--- config.mk ---
export PLATFORM = sky130hd
export DESIGN_NAME = cfar_frame_sequencer_flat
export DESIGN_NICKNAME = d
export VERILOG_FILES = /design/src/rtl/cfar_pkg.sv /design/src/rtl/cfar_frame_sequencer_if.sv /design/src/rtl/cfar_det_fifo.sv /design/src/rtl/cfar_frame_sequencer.sv /design/src/flat_wrapper.sv
export SDC_FILE = /design/constraint.sdc
export NUM_CORES = 1
export LEC_CHECK = 0
export ABC_AREA = 1
export BUFFER_PORTS_ARGS = -buffer_cell sky130_fd_sc_hd__buf_4
export CELL_PAD_IN_SITES_DETAIL_PLACEMENT = 1
export CELL_PAD_IN_SITES_GLOBAL_PLACEMENT = 2
export CORE_UTILIZATION = 40
export CTS_CLUSTER_DIAMETER = 30
export DETAILED_ROUTE_END_ITERATION = 8
export PLACE_DENSITY_LB_ADDON = 0.1
export SETUP_SLACK_MARGIN = 0.1
export SLEW_MARGIN = 25
export SYNTH_ARGS = -nofsm -noshare
export SYNTH_HDL_FRONTEND = slang
export SYNTH_HIERARCHICAL = 1
export SYNTH_SLANG_ARGS = --single-unit
export TNS_END_PERCENT = 100
--- constraint.sdc ---
create_clock -name clk -period 3.4 [get_ports clk]
set_clock_uncertainty 0.15 [all_clocks]
set_input_delay 0.51 -clock clk [delete_from_list [all_inputs] [get_ports clk]]
set_output_delay 0.51 -clock clk [all_outputs]
set_load 0.05 [all_outputs]
--- src/rtl/cfar_pkg.sv ---
// cfar_pkg: shared sizes, sequencer states and the detection report record for the CFAR frame sequencer
package cfar_pkg;
  localparam int INPUT_WIDTH = 16;
  localparam int N_SAMPLES = 512;
  localparam int ADDR_WIDTH = $clog2(N_SAMPLES);
  localparam int IDX_WIDTH = 10;
  localparam int REF_WIN = 16;
  localparam int GUARD_WIN = 2;
  localparam int PAD = (REF_WIN + GUARD_WIN) / 2 + 1;
  localparam int DRAIN = 4;
  localparam int FIFO_DEPTH = 8;
  typedef enum logic [2:0] {S_IDLE, S_CLEAR, S_STREAM, S_FLUSH, S_DRAIN, S_DONE} seq_state_e;
  typedef struct packed {
    logic [7:0]             frame;
    logic [IDX_WIDTH-1:0]   index;
    logic [INPUT_WIDTH-1:0] value;
  } det_rpt_t;
endpackage

--- src/rtl/cfar_frame_sequencer_if.sv ---
// cfar_frame_sequencer_if: control, sample memory, detector and report signals of the frame sequencer
interface cfar_frame_sequencer_if;
  import cfar_pkg::*;
  logic                   start, abort, busy, done;
  logic                   mem_rd_en;
  logic [ADDR_WIDTH-1:0]  mem_addr;
  logic [INPUT_WIDTH-1:0] mem_rd_data;
  logic                   det_reset_n, det_input_valid, det_max_valid;
  logic [INPUT_WIDTH-1:0] det_power_in, det_max_value;
  logic [IDX_WIDTH-1:0]   det_index;
  logic                   rpt_valid, rpt_ready, rpt_overflow;
  logic [7:0]             rpt_frame;
  logic [IDX_WIDTH-1:0]   rpt_index;
  logic [INPUT_WIDTH-1:0] rpt_value;
  modport master (
    input  start, abort, mem_rd_data, det_max_valid, det_index, det_max_value, rpt_ready,
    output busy, done, mem_rd_en, mem_addr, det_reset_n, det_power_in, det_input_valid,
           rpt_valid, rpt_frame, rpt_index, rpt_value, rpt_overflow
  );
  modport slave (
    output start, abort, mem_rd_data, det_max_valid, det_index, det_max_value, rpt_ready,
    input  busy, done, mem_rd_en, mem_addr, det_reset_n, det_power_in, det_input_valid,
           rpt_valid, rpt_frame, rpt_index, rpt_value, rpt_overflow
  );
endinterface

--- src/rtl/cfar_det_fifo.sv ---
// cfar_det_fifo: synchronous FIFO of detection reports; a push into a full FIFO succeeds only alongside a pop
module cfar_det_fifo
  import cfar_pkg::*;
(
  input  logic     clk,
  input  logic     reset,
  input  logic     push,
  input  logic     pop,
  input  det_rpt_t din,
  output det_rpt_t dout,
  output logic     full,
  output logic     empty
);
  localparam int AW = $clog2(FIFO_DEPTH);
  localparam int PW = AW + 1;
  det_rpt_t mem_q [FIFO_DEPTH];
  logic [AW:0] wp_q, wp_d, rp_q, rp_d;
  logic wr, rd;
  always_comb begin
    empty = wp_q == rp_q;
    full = (wp_q ^ rp_q) == PW'(FIFO_DEPTH);
    rd = pop && !empty;
    wr = push && (!full || rd);
    wp_d = wp_q + PW'(wr);
    rp_d = rp_q + PW'(rd);
    dout = mem_q[rp_q[AW-1:0]];
  end
  always_ff @(posedge clk or posedge reset)
    if (reset) begin
      wp_q <= '0;
      rp_q <= '0;
    end else begin
      wp_q <= wp_d;
      rp_q <= rp_d;
    end
  always_ff @(posedge clk)
    if (wr) mem_q[wp_q[AW-1:0]] <= din;
endmodule

--- src/rtl/cfar_frame_sequencer.sv ---
// cfar_frame_sequencer: rearms the CFAR detector, streams one profile plus zero pads, drains, and queues tagged reports
module cfar_frame_sequencer
  import cfar_pkg::*;
(
  input logic clk,
  input logic reset,
  cfar_frame_sequencer_if.master bus
);
  seq_state_e state_q, state_d;
  logic [ADDR_WIDTH-1:0] cnt_q, cnt_d;
  logic [7:0] tag_q, tag_d;
  logic abort_q, abort_d, iv_q, iv_d, pad_q, pad_d, ovf_q, ovf_d;
  logic busy_q, done_q, rd_en_q, rstn_q;
  logic abort_go, last, push, pop, full, empty;
  det_rpt_t din, head;
  always_comb begin
    abort_go = bus.abort && state_q != S_IDLE;
    last = state_q == S_CLEAR  ? cnt_q == ADDR_WIDTH'(1) :
           state_q == S_STREAM ? cnt_q == ADDR_WIDTH'(N_SAMPLES - 1) :
           state_q == S_FLUSH  ? cnt_q == ADDR_WIDTH'(PAD - 1) :
           state_q == S_DRAIN  ? cnt_q == ADDR_WIDTH'(DRAIN - 1) : 1'b1;
    state_d = abort_go ? S_CLEAR :
              state_q == S_IDLE ? (bus.start && !bus.abort ? S_CLEAR : S_IDLE) :
              !last ? state_q :
              state_q == S_CLEAR  ? (abort_q ? S_IDLE : S_STREAM) :
              state_q == S_STREAM ? S_FLUSH :
              state_q == S_FLUSH  ? S_DRAIN :
              state_q == S_DRAIN  ? S_DONE : S_IDLE;
    // an aborted frame still rearms the detector, then returns to IDLE instead of streaming
    abort_d = abort_go || (abort_q && state_d != S_IDLE);
    cnt_d = (state_d != state_q || abort_go || state_q == S_IDLE) ? '0 : cnt_q + 1'b1;
    tag_d = tag_q + 8'(state_q == S_DONE && !abort_go);
    iv_d = !abort_go && (state_q == S_STREAM || state_q == S_FLUSH);
    pad_d = state_q == S_FLUSH;
    push = bus.det_max_valid && state_q != S_CLEAR;
    pop = bus.rpt_ready && !empty;
    ovf_d = ovf_q || (push && full && !pop);
    din = '{frame: tag_q, index: bus.det_index, value: bus.det_max_value};
  end
  always_ff @(posedge clk or posedge reset)
    if (reset) begin
      state_q <= S_IDLE;
      cnt_q <= '0;
      tag_q <= '0;
      abort_q <= 1'b0;
      iv_q <= 1'b0;
      pad_q <= 1'b0;
      ovf_q <= 1'b0;
      busy_q <= 1'b0;
      done_q <= 1'b0;
      rd_en_q <= 1'b0;
      rstn_q <= 1'b0;
    end else begin
      state_q <= state_d;
      cnt_q <= cnt_d;
      tag_q <= tag_d;
      abort_q <= abort_d;
      iv_q <= iv_d;
      pad_q <= pad_d;
      ovf_q <= ovf_d;
      busy_q <= state_d != S_IDLE;
      done_q <= state_d == S_DONE;
      rd_en_q <= state_d == S_STREAM;
      rstn_q <= state_d != S_CLEAR;
    end
  cfar_det_fifo u_fifo (
    .clk   (clk),
    .reset (reset),
    .push  (push),
    .pop   (pop),
    .din   (din),
    .dout  (head),
    .full  (full),
    .empty (empty)
  );
  // read data lands the cycle after the strobe, so the issue stage passes it straight through
  assign bus.det_power_in = (iv_q && !pad_q) ? bus.mem_rd_data : '0;
  assign bus.det_input_valid = iv_q;
  assign bus.busy = busy_q;
  assign bus.done = done_q;
  assign bus.mem_rd_en = rd_en_q;
  assign bus.mem_addr = rd_en_q ? cnt_q : '0;
  assign bus.det_reset_n = rstn_q;
  assign bus.rpt_valid = !empty;
  assign bus.rpt_frame = head.frame;
  assign bus.rpt_index = head.index;
  assign bus.rpt_value = head.value;
  assign bus.rpt_overflow = ovf_q;
endmodule
--- src/flat_wrapper.sv ---
// flat-port wrapper written by rule: the top's interface ports become plain ports
module cfar_frame_sequencer_flat import cfar_pkg::*;
  (clk, reset, bus_start, bus_abort, bus_mem_rd_data, bus_det_max_valid, bus_det_index, bus_det_max_value, bus_rpt_ready, bus_busy, bus_done, bus_mem_rd_en, bus_mem_addr, bus_det_reset_n, bus_det_power_in, bus_det_input_valid, bus_rpt_valid, bus_rpt_frame, bus_rpt_index, bus_rpt_value, bus_rpt_overflow);
  cfar_frame_sequencer_if bus_i ();
  input logic clk;
  input logic reset;
  input wire logic [$bits(bus_i.start)-1:0] bus_start;
  input wire logic [$bits(bus_i.abort)-1:0] bus_abort;
  input wire logic [$bits(bus_i.mem_rd_data)-1:0] bus_mem_rd_data;
  input wire logic [$bits(bus_i.det_max_valid)-1:0] bus_det_max_valid;
  input wire logic [$bits(bus_i.det_index)-1:0] bus_det_index;
  input wire logic [$bits(bus_i.det_max_value)-1:0] bus_det_max_value;
  input wire logic [$bits(bus_i.rpt_ready)-1:0] bus_rpt_ready;
  output wire logic [$bits(bus_i.busy)-1:0] bus_busy;
  output wire logic [$bits(bus_i.done)-1:0] bus_done;
  output wire logic [$bits(bus_i.mem_rd_en)-1:0] bus_mem_rd_en;
  output wire logic [$bits(bus_i.mem_addr)-1:0] bus_mem_addr;
  output wire logic [$bits(bus_i.det_reset_n)-1:0] bus_det_reset_n;
  output wire logic [$bits(bus_i.det_power_in)-1:0] bus_det_power_in;
  output wire logic [$bits(bus_i.det_input_valid)-1:0] bus_det_input_valid;
  output wire logic [$bits(bus_i.rpt_valid)-1:0] bus_rpt_valid;
  output wire logic [$bits(bus_i.rpt_frame)-1:0] bus_rpt_frame;
  output wire logic [$bits(bus_i.rpt_index)-1:0] bus_rpt_index;
  output wire logic [$bits(bus_i.rpt_value)-1:0] bus_rpt_value;
  output wire logic [$bits(bus_i.rpt_overflow)-1:0] bus_rpt_overflow;
  assign bus_i.start = bus_start;
  assign bus_i.abort = bus_abort;
  assign bus_i.mem_rd_data = bus_mem_rd_data;
  assign bus_i.det_max_valid = bus_det_max_valid;
  assign bus_i.det_index = bus_det_index;
  assign bus_i.det_max_value = bus_det_max_value;
  assign bus_i.rpt_ready = bus_rpt_ready;
  assign bus_busy = bus_i.busy;
  assign bus_done = bus_i.done;
  assign bus_mem_rd_en = bus_i.mem_rd_en;
  assign bus_mem_addr = bus_i.mem_addr;
  assign bus_det_reset_n = bus_i.det_reset_n;
  assign bus_det_power_in = bus_i.det_power_in;
  assign bus_det_input_valid = bus_i.det_input_valid;
  assign bus_rpt_valid = bus_i.rpt_valid;
  assign bus_rpt_frame = bus_i.rpt_frame;
  assign bus_rpt_index = bus_i.rpt_index;
  assign bus_rpt_value = bus_i.rpt_value;
  assign bus_rpt_overflow = bus_i.rpt_overflow;
  cfar_frame_sequencer u_core (.clk(clk), .reset(reset), .bus(bus_i));
endmodule
==> results of run 1 <==
-- how the worst max path moves through the flow --
stage / startpoint / to / slack [ns] / cells past startpoint
2_1_floorplan: u_core/u_fifo/rp_q[0] / u_core/u_fifo/mem_q[0][0] / 0.49 / 12
3_3_place_gp: u_core/u_fifo/rp_q[0] / u_core/u_fifo/mem_q[5][0] / 0.63 / 10
3_5_place_dp: u_core/u_fifo/rp_q[0] / u_core/u_fifo/mem_q[7][31] / 0.58 / 10
4_1_cts: u_core/u_fifo/rp_q[0] / bus_rpt_index[6] / 0.21 / 7
5_1_grt: u_core/u_fifo/rp_q[0] / bus_rpt_index[3] / 0.17 / 7
6_report: u_core/u_fifo/rp_q[1] / bus_rpt_index[6] / 0.31 / 7
-- report_power, final --
group	internal, mW	leakage, nW	switching (mW)	total, mW
combinational	1.77	2.36	4.52	6.29
clock	4.27	1.09	2.07	6.34
sequential	4.69	2.88	0.339	5.03
total	10.7	6.33	6.93	17.7
-- registers in the layout (all words and copies together) (netlist names) --
register / count
u_core/bus.rpt_overflow: 1
u_core/state_q: 3
u_core/bus.det_reset_n: 1
u_core/abort_q: 1
u_core/pad_q: 1
u_core/u_fifo/wp_q: 4
u_core/u_fifo/rp_q: 4
u_core/bus.busy: 1
u_core/cnt_q: 9
u_core/tag_q: 8
u_core/bus.det_input_valid: 1
u_core/bus.done: 1
u_core/u_fifo/mem_q: 272
u_core/bus.mem_rd_en: 1
-- Yosys cell counts, drive strengths merged --
| cell type | n | area share, % |
|---|---|---|
| a21oi | 2 | 0.079 |
| and3 | 1 | 0.050 |
| and3b | 1 | 0.069 |
| buf | 29 | 1.4 |
| clkbuf | 25 | 0.76 |
| clkinv | 2 | 0.059 |
| dfrtp | 36 | 7.1 |
| edfxtp | 272 | 65 |
| ha | 9 | 0.89 |
| inv | 70 | 2.1 |
| nand2 | 157 | 5.1 |
| nand3 | 26 | 1.2 |
| nand4 | 4 | 0.25 |
| nor2 | 190 | 6.1 |
| nor3 | 4 | 0.20 |
| nor4 | 1 | 0.050 |
| o21ai | 138 | 5.5 |
| o21bai | 1 | 0.059 |
| o22ai | 68 | 3.4 |
| or2 | 1 | 0.050 |
| xnor2 | 6 | 0.42 |
| xor2 | 8 | 0.55 |
-- layer usage --
| metal | global-route usage, % | vias to the layer above | wire length [um] |
|---|---|---|---|
| li1 | - | 4032 | - |
| met1 | 26.27 | 4368 | 14440 |
| met2 | 36.56 | 189 | 17070 |
| met3 | 3.667 | 41 | 1417 |
| met4 | 7.483 | 0 | 539 |
| met5 | 0 | - | 0 |
-- per-stage QoR --
step / instances / area [sq um] / power [mW] / worst slack [ns]
floorplan: 1051 / 12640 / 9.291 / 0.4867
global placement: 1531 / 13980 / 11.15 / 0.6301
detailed placement: 1531 / 13980 / 11.22 / 0.5815
CTS: 1659 / 16330 / 17.84 / 0.2090
global route: 1660 / 16340 / 18.50 / 0.1699
finish: 1660 / 16340 / 17.66 / 0.3122
-- area by class of cell --
class	instances	share of cell area, %
clock buffer	82	11.12
clock inverter	42	2.703
inverter	72	1.662
multi-input combinational	617	18.76
sequential	308	55.54
tap	396	3.033
timing repair buffer	143	7.176
-- kinds of logic (layout without fill, tap and decap cells) --
group	count (synthesis)	in the layout	share of synthesized area (%)
and+or+nand+nor	385	385	13.11
DFF	308	308	71.76
AOI/OAI and AO/OA	209	209	8.970
buffers and inverters	126	339	4.306
xor gates and xnor gates	14	14	0.9702
adders and majority gates	9	9	0.8910
-- placed cells by master (no fill, tap or decap), types with 2 or more instances in the layout --
cell,n
sky130_fd_sc_hd__edfxtp_1,272
sky130_fd_sc_hd__nor2_1,170
sky130_fd_sc_hd__nand2_1,143
sky130_fd_sc_hd__buf_4,135
sky130_fd_sc_hd__o21ai_0,124
sky130_fd_sc_hd__clkbuf_16,70
sky130_fd_sc_hd__o22ai_1,68
sky130_fd_sc_hd__inv_1,54
sky130_fd_sc_hd__dfrtp_1,33
sky130_fd_sc_hd__nand3_1,22
sky130_fd_sc_hd__inv_2,15
sky130_fd_sc_hd__o21ai_1,14
sky130_fd_sc_hd__clkinv_2,13
sky130_fd_sc_hd__clkinv_1,12
sky130_fd_sc_hd__clkbuf_1,10
sky130_fd_sc_hd__nor2_4,10
sky130_fd_sc_hd__nor2_2,10
sky130_fd_sc_hd__nand2_2,9
sky130_fd_sc_hd__ha_1,9
sky130_fd_sc_hd__xor2_1,8
sky130_fd_sc_hd__clkinvlp_4,7
sky130_fd_sc_hd__bufinv_16,6
sky130_fd_sc_hd__xnor2_1,6
sky130_fd_sc_hd__nand2_4,5
sky130_fd_sc_hd__clkinv_8,4
sky130_fd_sc_hd__nand3_2,4
sky130_fd_sc_hd__nor3_1,3
sky130_fd_sc_hd__nand4_1,3
sky130_fd_sc_hd__inv_16,2
sky130_fd_sc_hd__clkbuf_8,2
sky130_fd_sc_hd__dlygate4sd3_1,2
sky130_fd_sc_hd__a21oi_1,2
sky130_fd_sc_hd__buf_12,2
sky130_fd_sc_hd__buf_16,2
sky130_fd_sc_hd__dfrtp_2,2
-- critical path, stage by stage (launching register included) --
cell and delay, ns:
sky130_fd_sc_hd__dfrtp_2 0.44, sky130_fd_sc_hd__inv_2 0.08, sky130_fd_sc_hd__buf_4 0.49, sky130_fd_sc_hd__o21ai_0 0.26, sky130_fd_sc_hd__o22ai_1 0.19, sky130_fd_sc_hd__nand2_1 0.09, sky130_fd_sc_hd__nand2_1 0.13, sky130_fd_sc_hd__buf_4 0.21
-- timing repair --
action,4_1_cts,5_1_grt
hold buffers,2,0
cloned,1,0
endpoints found under the setup margin,22,2
gates resized for setup,1,0
buffers inserted,1,1
endpoints found under the hold margin,37,0
==> impl_metrics.prom, run 1 <==
# TYPE chip_impl_metric gauge
chip_impl_metric{name="synth_cell_types",unit=""} 35
chip_impl_metric{name="worstMarginPinSlew",unit="ns"} 0.6952
chip_impl_metric{name="first_global_vias",unit=""} 9222
chip_impl_metric{name="synth.avg_cell_area",unit="sq um"} 12.03
chip_impl_metric{name="final_nets",unit=""} 1267
chip_impl_metric{name="finalHoldViolCount",unit=""} 0
chip_impl_metric{name="vias",unit=""} 8630
chip_impl_metric{name="cp_data_required_time",unit="ns"} 2.74
chip_impl_metric{name="worst_path_arrival",unit="ns"} 2.43
chip_impl_metric{name="grt_max_degree",unit=""} 92
chip_impl_metric{name="r2r_cells",unit=""} 8
chip_impl_metric{name="drive_gt1_share",unit="%"} 24.13
chip_impl_metric{name="global_route_wire_length_before_repair",unit="um"} 52120
chip_impl_metric{name="cts.sink_count",unit=""} 308
chip_impl_metric{name="clkSlewWorstSetupHoldPaths",unit="ns"} 0.05
chip_impl_metric{name="cap_viol_max_count",unit=""} 0
chip_impl_metric{name="multi_input_comb_area",unit="sq um"} 3065
chip_impl_metric{name="drt-total-wl",unit="um"} 33470
chip_impl_metric{name="initial_core_util",unit="%"} 40.99
chip_impl_metric{name="seq_area",unit="sq um"} 9075
chip_impl_metric{name="post_synth_instance_area",unit="sq um"} 12640
chip_impl_metric{name="final_core_utilization",unit="%"} 53.00
chip_impl_metric{name="die-area",unit="sq um"} 32310
chip_impl_metric{name="io_pins",unit=""} 114
chip_impl_info{name="grt_setup_unrepaired",value="false"} 1
chip_impl_info{name="min_path_type",value="in -> reg"} 1
chip_impl_metric{name="drt_iter0_markers",unit=""} 441
chip_impl_metric{name="drc",unit=""} 5
chip_impl_info{name="rr_startpoint",value="u_core/u_fifo/rp_q[2]"} 1
chip_impl_metric{name="portBuffers",unit=""} 113
chip_impl_info{name="reg2reg_to",value="u_core/u_fifo/mem_q[7][7]"} 1
chip_impl_metric{name="fp.coreArea",unit="sq um"} 30830
chip_impl_metric{name="final_min_period_over_clock_period",unit="%"} 90.82
chip_impl_metric{name="clock_path_buffers",unit=""} 3
chip_impl_metric{name="via_per_inst",unit=""} 5.199
chip_impl_metric{name="maxClockFrequency",unit="MHz"} 323.9
chip_impl_metric{name="synth.ff_latch_count",unit=""} 308
chip_impl_metric{name="setup_viol",unit=""} 0
chip_impl_metric{name="leakagePower",unit="nW"} 6.329
chip_impl_metric{name="htree_num_levels",unit=""} 3
chip_impl_metric{name="netlist_instances",unit=""} 1051
chip_impl_info{name="startpoint_of_the_most_critical_hold_path",value="bus_det_max_value[1]"} 1
chip_impl_metric{name="synth_nets",unit=""} 1108
chip_impl_metric{name="dieHeight",unit="um"} 179.8
chip_impl_metric{name="setup_tns",unit="ns"} 0
chip_impl_info{name="result_of_the_run",value="finished, violations left"} 1
chip_impl_info{name="critPathKind",value="reg -> out"} 1
chip_impl_metric{name="post_synthesis_sequential_area_ratio",unit="%"} 71.76
chip_impl_metric{name="dp_hpwl",unit="um"} 18430
chip_impl_metric{name="fillers",unit=""} 3167
chip_impl_metric{name="clkLatencyLatePin",unit="ns"} 0.55
chip_impl_metric{name="regToRegSetupSlack",unit="ns"} 0.63
chip_impl_info{name="endpoint_kind",value="output pin"} 1
chip_impl_metric{name="antenna-diode-count",unit=""} 0
chip_impl_metric{name="layout_overhead_on_the_synthesized_area",unit="%"} 29.27
chip_impl_metric{name="route.antenna.remaining_nets",unit=""} 0
chip_impl_metric{name="yosys_warnings",unit=""} 6
chip_impl_metric{name="grt_antenna_before_repair",unit=""} 0
chip_impl_metric{name="min_period",unit="ns"} 3.088
chip_impl_metric{name="gr-usage-all-layers",unit="%"} 21.00
chip_impl_metric{name="cts_buffers",unit=""} 68
chip_impl_metric{name="gp_congestion",unit=""} 0.7250
chip_impl_metric{name="max-slew-margin-rel",unit="%"} 53.22
chip_impl_metric{name="dieWidth",unit="um"} 179.8
chip_impl_metric{name="placement_rows",unit=""} 64
chip_impl_info{name="violations",value="DRC"} 1
chip_impl_info{name="cts_tree",value="built"} 1
chip_impl_metric{name="routedWlPerCell",unit="um"} 20.16
chip_impl_metric{name="p_per_area",unit="nW/um^2"} 1081
chip_impl_metric{name="power.ir.vdd_worst",unit="V"} 0.0006310
chip_impl_info{name="min_to",value="u_core/u_fifo/mem_q[6][1]"} 1
chip_impl_metric{name="slew_violations",unit=""} 0
chip_impl_metric{name="globalRoute.totalOverflow",unit=""} 0
chip_impl_info{name="critPathLaunchType",value="flop"} 1
chip_impl_metric{name="worstHoldPathCells",unit=""} 1
chip_impl_metric{name="worst-path-max-fanout",unit=""} 47
chip_impl_metric{name="drtPass1Iterations",unit=""} 7
chip_impl_metric{name="finalHoldWorstSlack",unit="ns"} 0.04746
chip_impl_info{name="clock-root-buffer",value="sky130_fd_sc_hd__clkbuf_16"} 1
Note: power is estimated with default switching activity, not from simulation.
==> inputs of run 2 (changes only) <==
--- a/config.mk
+++ b/config.mk
@@ -10,6 +10,7 @@
 export CELL_PAD_IN_SITES_DETAIL_PLACEMENT = 1
 export CELL_PAD_IN_SITES_GLOBAL_PLACEMENT = 2
 export CORE_UTILIZATION = 40
+export CTS_BUF_LIST = sky130_fd_sc_hd__clkbuf_16
 export CTS_CLUSTER_DIAMETER = 30
 export DETAILED_ROUTE_END_ITERATION = 8
 export PLACE_DENSITY_LB_ADDON = 0.1
@@ -19,4 +20,3 @@
 export SYNTH_HDL_FRONTEND = slang
 export SYNTH_HIERARCHICAL = 1
 export SYNTH_SLANG_ARGS = --single-unit
-export TNS_END_PERCENT = 100
==> impl_metrics.prom, run 2 (synthesis results as in run 1) <==
# TYPE chip_impl_metric gauge
chip_impl_metric{name="portBuffers",unit=""} 113
chip_impl_metric{name="power.ir.vdd_worst",unit="V"} 0.0006317
chip_impl_metric{name="placement_rows",unit=""} 64
chip_impl_metric{name="cts_buffers",unit=""} 68
chip_impl_metric{name="global_route_wire_length_before_repair",unit="um"} 52130
chip_impl_metric{name="fp.coreArea",unit="sq um"} 30830
chip_impl_info{name="critPathLaunchType",value="flop"} 1
chip_impl_metric{name="largest_reg_flops",unit=""} 272
chip_impl_metric{name="worst-path-max-fanout",unit=""} 47
chip_impl_metric{name="routedWlPerCell",unit="um"} 20.20
chip_impl_metric{name="final_nets",unit=""} 1267
chip_impl_metric{name="seq_power_share",unit="%"} 28.6
chip_impl_metric{name="io_pins",unit=""} 114
chip_impl_metric{name="clkSlewWorstSetupHoldPaths",unit="ns"} 0.05
chip_impl_metric{name="worst_path_arrival",unit="ns"} 2.45
chip_impl_metric{name="drc",unit=""} 5
chip_impl_metric{name="cp_data_required_time",unit="ns"} 2.74
chip_impl_metric{name="max-slew-margin-rel",unit="%"} 53.37
chip_impl_info{name="violations",value="DRC"} 1
chip_impl_metric{name="finalHoldViolCount",unit=""} 0
chip_impl_metric{name="cap_viol_max_count",unit=""} 0
chip_impl_info{name="result_of_the_run",value="finished, violations left"} 1
chip_impl_metric{name="initial_core_util",unit="%"} 40.99
chip_impl_metric{name="power.combinational.fraction",unit="%"} 35.7
chip_impl_info{name="critPathKind",value="reg -> out"} 1
chip_impl_info{name="layout_commonest_cell",value="sky130_fd_sc_hd__edfxtp_1"} 1
chip_impl_metric{name="setup_viol",unit=""} 0
chip_impl_metric{name="clock_path_buffers",unit=""} 3
chip_impl_metric{name="worstMarginPinSlew",unit="ns"} 0.6930
chip_impl_metric{name="grt_antenna_before_repair",unit=""} 0
chip_impl_info{name="clock-root-buffer",value="sky130_fd_sc_hd__clkbuf_16"} 1
chip_impl_metric{name="drive_gt1_share",unit="%"} 23.97
chip_impl_metric{name="clkLatencyLatePin",unit="ns"} 0.55
chip_impl_metric{name="final_min_period_over_clock_period",unit="%"} 91.58
chip_impl_metric{name="fillers",unit=""} 3172
chip_impl_metric{name="drt_iter0_markers",unit=""} 478
chip_impl_metric{name="layout_overhead_on_the_synthesized_area",unit="%"} 29.12
chip_impl_metric{name="netSwitchingFraction",unit="%"} 39.43
chip_impl_metric{name="route.antenna.remaining_nets",unit=""} 0
chip_impl_metric{name="antenna-diode-count",unit=""} 0
chip_impl_metric{name="seq_area",unit="sq um"} 9075
chip_impl_info{name="grt_setup_unrepaired",value="false"} 1
chip_impl_metric{name="switching_power",unit="mW"} 6.936
chip_impl_metric{name="via_per_inst",unit=""} 5.198
chip_impl_metric{name="first_global_vias",unit=""} 9218
chip_impl_info{name="min_path_type",value="in -> reg"} 1
chip_impl_metric{name="dp_hpwl",unit="um"} 18430
chip_impl_metric{name="drt-total-wl",unit="um"} 33530
chip_impl_info{name="final_cell_mix",value="272 x sky130_fd_sc_hd__edfxtp_1, 170 x sky130_fd_sc_hd__nor2_1, 143 x sky130_fd_sc_hd__nand2_1"} 1
chip_impl_metric{name="gr-usage-all-layers",unit="%"} 21.00
chip_impl_metric{name="grt_max_degree",unit=""} 92
chip_impl_metric{name="p_per_area",unit="nW/um^2"} 1078
chip_impl_metric{name="dieWidth",unit="um"} 179.8
chip_impl_metric{name="internal_power",unit="mW"} 10.65
chip_impl_metric{name="p_clk_share",unit="%"} 35.6
chip_impl_metric{name="vias",unit=""} 8629
chip_impl_metric{name="leakagePower",unit="nW"} 6.359
chip_impl_metric{name="cts.sink_count",unit=""} 308
chip_impl_metric{name="dieHeight",unit="um"} 179.8
chip_impl_metric{name="htree_num_levels",unit=""} 3
chip_impl_info{name="endpoint_kind",value="output pin"} 1
chip_impl_metric{name="maxClockFrequency",unit="MHz"} 321.2
chip_impl_metric{name="final_core_utilization",unit="%"} 52.93
chip_impl_metric{name="min_period",unit="ns"} 3.114
chip_impl_metric{name="setup_tns",unit="ns"} 0
chip_impl_metric{name="globalRoute.totalOverflow",unit=""} 0
chip_impl_metric{name="gp_congestion",unit=""} 0.7250
chip_impl_info{name="cts_tree",value="built"} 1
chip_impl_metric{name="slew_violations",unit=""} 0
chip_impl_metric{name="die-area",unit="sq um"} 32310
chip_impl_metric{name="drtPass1Iterations",unit=""} 7
chip_impl_metric{name="multi_input_comb_area",unit="sq um"} 3065
## run 2: changes by cell type in the layout (fill, tap and decap cells not counted), sizes merged
cell	before	now
clkbuf	82	70
clkinv	29	31
inv	72	82
## run 2: per-stage QoR
step           total power [mW]  worst slack, ns  std cells  hold WS [ns]  instance area (sq um)
5_1_grt                   18.42           0.1719       1660       0.03775                  16320
3_3_place_gp              11.15           0.6301       1531        0.3323                  13980
2_1_floorplan             9.291           0.4867       1051        0.1757                  12640
4_1_cts                   17.76           0.2090       1659       0.02754                  16310
6_report                  17.59           0.2863       1660       0.04712                  16320
3_5_place_dp              11.22           0.5815       1531        0.3355                  13980
## run 2: metal layers
metal	vias up	part of all wire (%)	track usage (%)
met5	-	0	0
li1	4029	-	-
met3	42	4.7	3.667
met2	196	51	36.56
met1	4362	43	26.28
met4	0	1.6	7.483
## run 2: area by class of cell
type | count | share of cell area, %
Clock buffer | 70 | 10.73
Tap cell | 396 | 3.036
Inverter | 72 | 1.664
Timing Repair Buffer | 143 | 7.184
Clock inverter | 54 | 2.983
Sequential cell | 308 | 55.61
Multi-Input combinational cell | 617 | 18.79
## run 2: what timing repair did
item                                    4_1_cts  5_1_grt
hold buffers                                  2        0
setup buffers                                 1        1
pin swaps                                     0        0
gates resized for setup                       1        0
endpoints found under the setup margin       22        2
endpoints found under the hold margin        37        0
cloned                                        1        0
## run 2: final timing paths
| path | cells after the start | slack (ns) | end | from |
|---|---|---|---|---|
| setup / recovery | 7 | 0.29 | bus_rpt_index[6] | u_core/u_fifo/rp_q[1] |
| hold / removal | 1 | 0.05 | u_core/u_fifo/mem_q[6][1] | bus_det_max_value[1] |
| setup reg to reg | 8 | 0.62 | u_core/u_fifo/mem_q[7][7] | u_core/u_fifo/rp_q[2] |
| hold reg to reg | 1 | 0.34 | u_core/u_fifo/wp_q[3] | u_core/u_fifo/wp_q[3] |
| max in group asynchronous | 4 | 2.34 | u_core/state_q[2] | reset |
| min in group asynchronous | 3 | 0.33 | u_core/u_fifo/rp_q[0] | reset |
## run 2: worst max-delay path: stages (launching register included)
cell                      delay, ns
sky130_fd_sc_hd__dfrtp_2       0.44
sky130_fd_sc_hd__inv_2         0.07
sky130_fd_sc_hd__buf_4         0.49
sky130_fd_sc_hd__o21ai_0       0.26
sky130_fd_sc_hd__o22ai_1       0.19
sky130_fd_sc_hd__nand2_1       0.09
sky130_fd_sc_hd__nand2_1       0.13
sky130_fd_sc_hd__buf_4         0.22
## run 2: power by group through the flow
stage          combinational, mW  clock (mW)  sequential, mW
6_report                    6.29        6.27            5.03
5_1_grt                     6.78        6.57            5.08
4_1_cts                     6.32        6.38            5.06
3_5_place_dp                6.07           0            5.15
3_3_place_gp                6.02           0            5.12
2_1_floorplan               4.29           0            5.00
==> inputs of run 3 (changes only) <==
--- a/config.mk
+++ b/config.mk
@@ -5,11 +5,11 @@
 export SDC_FILE = /design/constraint.sdc
 export NUM_CORES = 1
 export LEC_CHECK = 0
-export ABC_AREA = 1
+export ABC_AREA = 0
 export BUFFER_PORTS_ARGS = -buffer_cell sky130_fd_sc_hd__buf_4
 export CELL_PAD_IN_SITES_DETAIL_PLACEMENT = 1
 export CELL_PAD_IN_SITES_GLOBAL_PLACEMENT = 2
-export CORE_UTILIZATION = 40
+export CORE_UTILIZATION = 46
 export CTS_BUF_LIST = sky130_fd_sc_hd__clkbuf_16
 export CTS_CLUSTER_DIAMETER = 30
 export DETAILED_ROUTE_END_ITERATION = 8
==> impl_metrics.prom, run 3 <==
# TYPE chip_impl_metric gauge
chip_impl_metric{name="post_synth_instance_area",unit="sq um"} 12440
chip_impl_metric{name="drive_gt1_share",unit="%"} 44.50
chip_impl_metric{name="layout_overhead_on_the_synthesized_area",unit="%"} 29.10
chip_impl_metric{name="gp_congestion",unit=""} 0.8266
chip_impl_metric{name="clkSlewWorstSetupHoldPaths",unit="ns"} 0.05
chip_impl_metric{name="cts_buffers",unit=""} 58
chip_impl_info{name="clock-root-buffer",value="sky130_fd_sc_hd__clkbuf_16"} 1
chip_impl_metric{name="p_clk_share",unit="%"} 36.9
chip_impl_metric{name="grt_max_degree",unit=""} 71
chip_impl_metric{name="regToRegSetupSlack",unit="ns"} 0.50
chip_impl_metric{name="synth-async-reset-ratio",unit="%"} 11.69
chip_impl_metric{name="setup_tns",unit="ns"} 0
chip_impl_metric{name="slew_violations",unit=""} 0
chip_impl_metric{name="clock_path_buffers",unit=""} 3
chip_impl_metric{name="final-instance-count-excl-fill",unit=""} 1153
chip_impl_info{name="worstSetupStartpoint",value="u_core/u_fifo/rp_q[1]"} 1
chip_impl_info{name="timing.critical_path.to",value="bus_rpt_frame[0]"} 1
chip_impl_metric{name="post_synthesis_sequential_area_ratio",unit="%"} 72.90
chip_impl_metric{name="power.combinational.fraction",unit="%"} 33.0
chip_impl_metric{name="drtPass1Iterations",unit=""} 6
chip_impl_metric{name="cts.repair_timing.setup_buffer_count",unit=""} 0
chip_impl_metric{name="synth_top_area_share",unit="%"} 65.65
chip_impl_info{name="synth.top_cells.by_count",value="272 x sky130_fd_sc_hd__edfxtp_1, 68 x sky130_fd_sc_hd__mux4_2, 36 x sky130_fd_sc_hd__dfrtp_1"} 1
chip_impl_metric{name="setup_viol",unit=""} 0
chip_impl_metric{name="min_period",unit="ns"} 3.196
chip_impl_metric{name="routedWlPerCell",unit="um"} 23.38
chip_impl_metric{name="netlist_instances",unit=""} 607
chip_impl_metric{name="switching_power",unit="mW"} 5.494
chip_impl_metric{name="leakagePower",unit="nW"} 5.836
chip_impl_metric{name="dieHeight",unit="um"} 166.5
chip_impl_metric{name="synth.avg_cell_area",unit="sq um"} 20.50
chip_impl_info{name="min_path_type",value="in -> reg"} 1
chip_impl_metric{name="grt_antenna_before_repair",unit=""} 0
chip_impl_metric{name="drc",unit=""} 8
chip_impl_metric{name="power.ir.vdd_worst",unit="V"} 0.0007143
chip_impl_metric{name="dieWidth",unit="um"} 166.5
chip_impl_metric{name="worst-path-max-fanout",unit=""} 35
chip_impl_metric{name="synth_enable_flop_cells",unit=""} 272
chip_impl_info{name="result_of_the_run",value="finished, violations left"} 1
chip_impl_metric{name="htree_num_levels",unit=""} 2
chip_impl_metric{name="initial_core_util",unit="%"} 47.34
chip_impl_metric{name="globalRoute.totalOverflow",unit=""} 0
chip_impl_metric{name="r2r_cells",unit=""} 10
chip_impl_metric{name="synth_cell_types",unit=""} 62
chip_impl_metric{name="worst_path_arrival",unit="ns"} 2.54
chip_impl_metric{name="synth_nets",unit=""} 664
chip_impl_metric{name="cap_viol_max_count",unit=""} 0
chip_impl_metric{name="clkLatencyLatePin",unit="ns"} 0.55
chip_impl_metric{name="final_min_period_over_clock_period",unit="%"} 94.01
chip_impl_info{name="final_cell_mix",value="272 x sky130_fd_sc_hd__edfxtp_1, 117 x sky130_fd_sc_hd__buf_4, 68 x sky130_fd_sc_hd__mux4_2"} 1
chip_impl_metric{name="io_pins",unit=""} 114
chip_impl_metric{name="vias",unit=""} 6311
chip_impl_metric{name="cp_data_required_time",unit="ns"} 2.74
chip_impl_info{name="rr_startpoint",value="u_core/cnt_q[2]"} 1
chip_impl_metric{name="yosys_warnings",unit=""} 6
chip_impl_metric{name="seq_power_share",unit="%"} 30.1
chip_impl_metric{name="gr-usage-all-layers",unit="%"} 19.93
chip_impl_metric{name="route.antenna.remaining_nets",unit=""} 0
chip_impl_info{name="netlist.top_cell.by_area",value="sky130_fd_sc_hd__edfxtp_1"} 1
chip_impl_metric{name="final_nets",unit=""} 827
chip_impl_info{name="critPathKind",value="reg -> out"} 1
chip_impl_metric{name="finalHoldViolCount",unit=""} 0
chip_impl_metric{name="portBuffers",unit=""} 113
chip_impl_metric{name="via_per_inst",unit=""} 5.474
chip_impl_info{name="synth_top_cells_by_area",value="sky130_fd_sc_hd__edfxtp_1 66%, sky130_fd_sc_hd__mux4_2 12%, sky130_fd_sc_hd__dfrtp_1 7.2%"} 1
chip_impl_info{name="layout_commonest_cell",value="sky130_fd_sc_hd__edfxtp_1"} 1
chip_impl_info{name="endpoint_kind",value="output pin"} 1
chip_impl_metric{name="netSwitchingFraction",unit="%"} 33.34
chip_impl_info{name="reg2reg_to",value="u_core/cnt_q[3]"} 1
chip_impl_metric{name="dp_hpwl",unit="um"} 14410
chip_impl_metric{name="drt_iter0_markers",unit=""} 419
chip_impl_metric{name="maxClockFrequency",unit="MHz"} 312.9
chip_impl_metric{name="synth.ff_latch_count",unit=""} 308
chip_impl_info{name="synth_most_common_cell",value="sky130_fd_sc_hd__edfxtp_1"} 1
chip_impl_metric{name="placement_rows",unit=""} 59
chip_impl_metric{name="max-slew-margin-rel",unit="%"} 50.04
chip_impl_metric{name="internal_power",unit="mW"} 10.98
chip_impl_metric{name="p_per_area",unit="nW/um^2"} 1026
chip_impl_metric{name="worstMarginPinSlew",unit="ns"} 0.7479
chip_impl_info{name="synth-main-ff-cell",value="sky130_fd_sc_hd__edfxtp_1"} 1
chip_impl_metric{name="global_route_wire_length_before_repair",unit="um"} 41640
chip_impl_info{name="grt_setup_unrepaired",value="false"} 1
chip_impl_metric{name="fp.coreArea",unit="sq um"} 26280
chip_impl_metric{name="largest_reg_flops",unit=""} 272
chip_impl_metric{name="first_global_vias",unit=""} 7185
chip_impl_metric{name="die-area",unit="sq um"} 27710
chip_impl_metric{name="antenna-diode-count",unit=""} 0
chip_impl_metric{name="cts.sink_count",unit=""} 308
chip_impl_info{name="cts_tree",value="built"} 1
chip_impl_info{name="critPathLaunchType",value="flop"} 1
chip_impl_metric{name="drt-total-wl",unit="um"} 26960
chip_impl_metric{name="placedCellCount",unit=""} 1043
chip_impl_info{name="violations",value="DRC"} 1
run 3: kinds of logic after synthesis:
logic type / Yosys count / share of synthesized area, %
adders and majority gates: 9 / 0.9052
and+or+nand+nor: 98 / 4.978
buffers and inverters: 38 / 1.800
AOI/OAI and AO/OA: 32 / 2.414
muxes: 102 / 15.60
DFF: 308 / 72.90
xor gates and xnor gates: 20 / 1.408
run 3: worst min path at each step:
stage,start,end,slack (ns),depth (start not counted)
after detailed placement,u_core/bus.rpt_overflow,u_core/bus.rpt_overflow,0.31,1
after global routing,bus_det_max_value[3],u_core/u_fifo/mem_q[0][3],0.02,1
after CTS,bus_det_max_value[5],u_core/u_fifo/mem_q[4][5],0.008,1
after floorplan,reset,u_core/u_fifo/rp_q[0],0.18,1
final,bus_det_max_value[5],u_core/u_fifo/mem_q[4][5],0.03,1
after global placement,u_core/bus.rpt_overflow,u_core/bus.rpt_overflow,0.31,1
run 3: routing by layer:
| metal | share of wire, % | GRT usage (%) | vias to the layer above | wire, um |
|---|---|---|---|---|
| li1 | - | - | 2809 | - |
| met1 | 41 | 24.85 | 3282 | 10930 |
| met2 | 52 | 34.93 | 164 | 14000 |
| met3 | 5.1 | 3.874 | 56 | 1364 |
| met4 | 2.5 | 6.763 | 0 | 662 |
| met5 | 0 | 0 | - | 0 |
run 3: final cells by class:
type | count | area [sq um]
timing repair buffer | 130 | 1149
fill | 2214 | 10220
clock buffer | 58 | 1451
tap | 335 | 419.2
multi-input combinational | 261 | 3261
inverter | 11 | 42.54
clock inverter | 50 | 660.6
sequential | 308 | 9077
run 3: repair_timing:
action | in CTS | in global routing
hold buffers | 1 | 0
setup endpoints to repair | 8 | 0
gates resized for setup | 1 | 0
hold endpoints to repair | 36 | 0
run 3: critical path, stage by stage (launching register included):
cell and delay [ns]:
sky130_fd_sc_hd__dfrtp_4 0.49, sky130_fd_sc_hd__bufbuf_16 0.46, sky130_fd_sc_hd__mux4_2 0.53, sky130_fd_sc_hd__mux2_4 0.30, sky130_fd_sc_hd__buf_4 0.19
run 3: power groups by stage:
stage               clock network, mW  logic, mW  registers (mW)
floorplan                           0       4.00            4.95
global placement                    0       5.39            4.96
detailed placement                  0       5.46            5.01
CTS                              6.18       5.55            4.96
global route                     6.34       5.74            5.00
finish                           6.08       5.44            4.95
run 3: metrics by stage:
step	util [%]	hold slack (ns)	power (mW)	setup WS (ns)	area, sq um
floorplan	-	0.1757	8.954	-0.2393	12480
global placement	52.89	0.3091	10.35	0.6811	13900
detailed placement	52.89	0.3101	10.46	0.5309	13900
CTS	61.11	0.008147	16.69	0.1443	16060
global route	61.11	0.02453	17.08	0.1244	16060
finish	61.11	0.03321	16.48	0.2036	16060
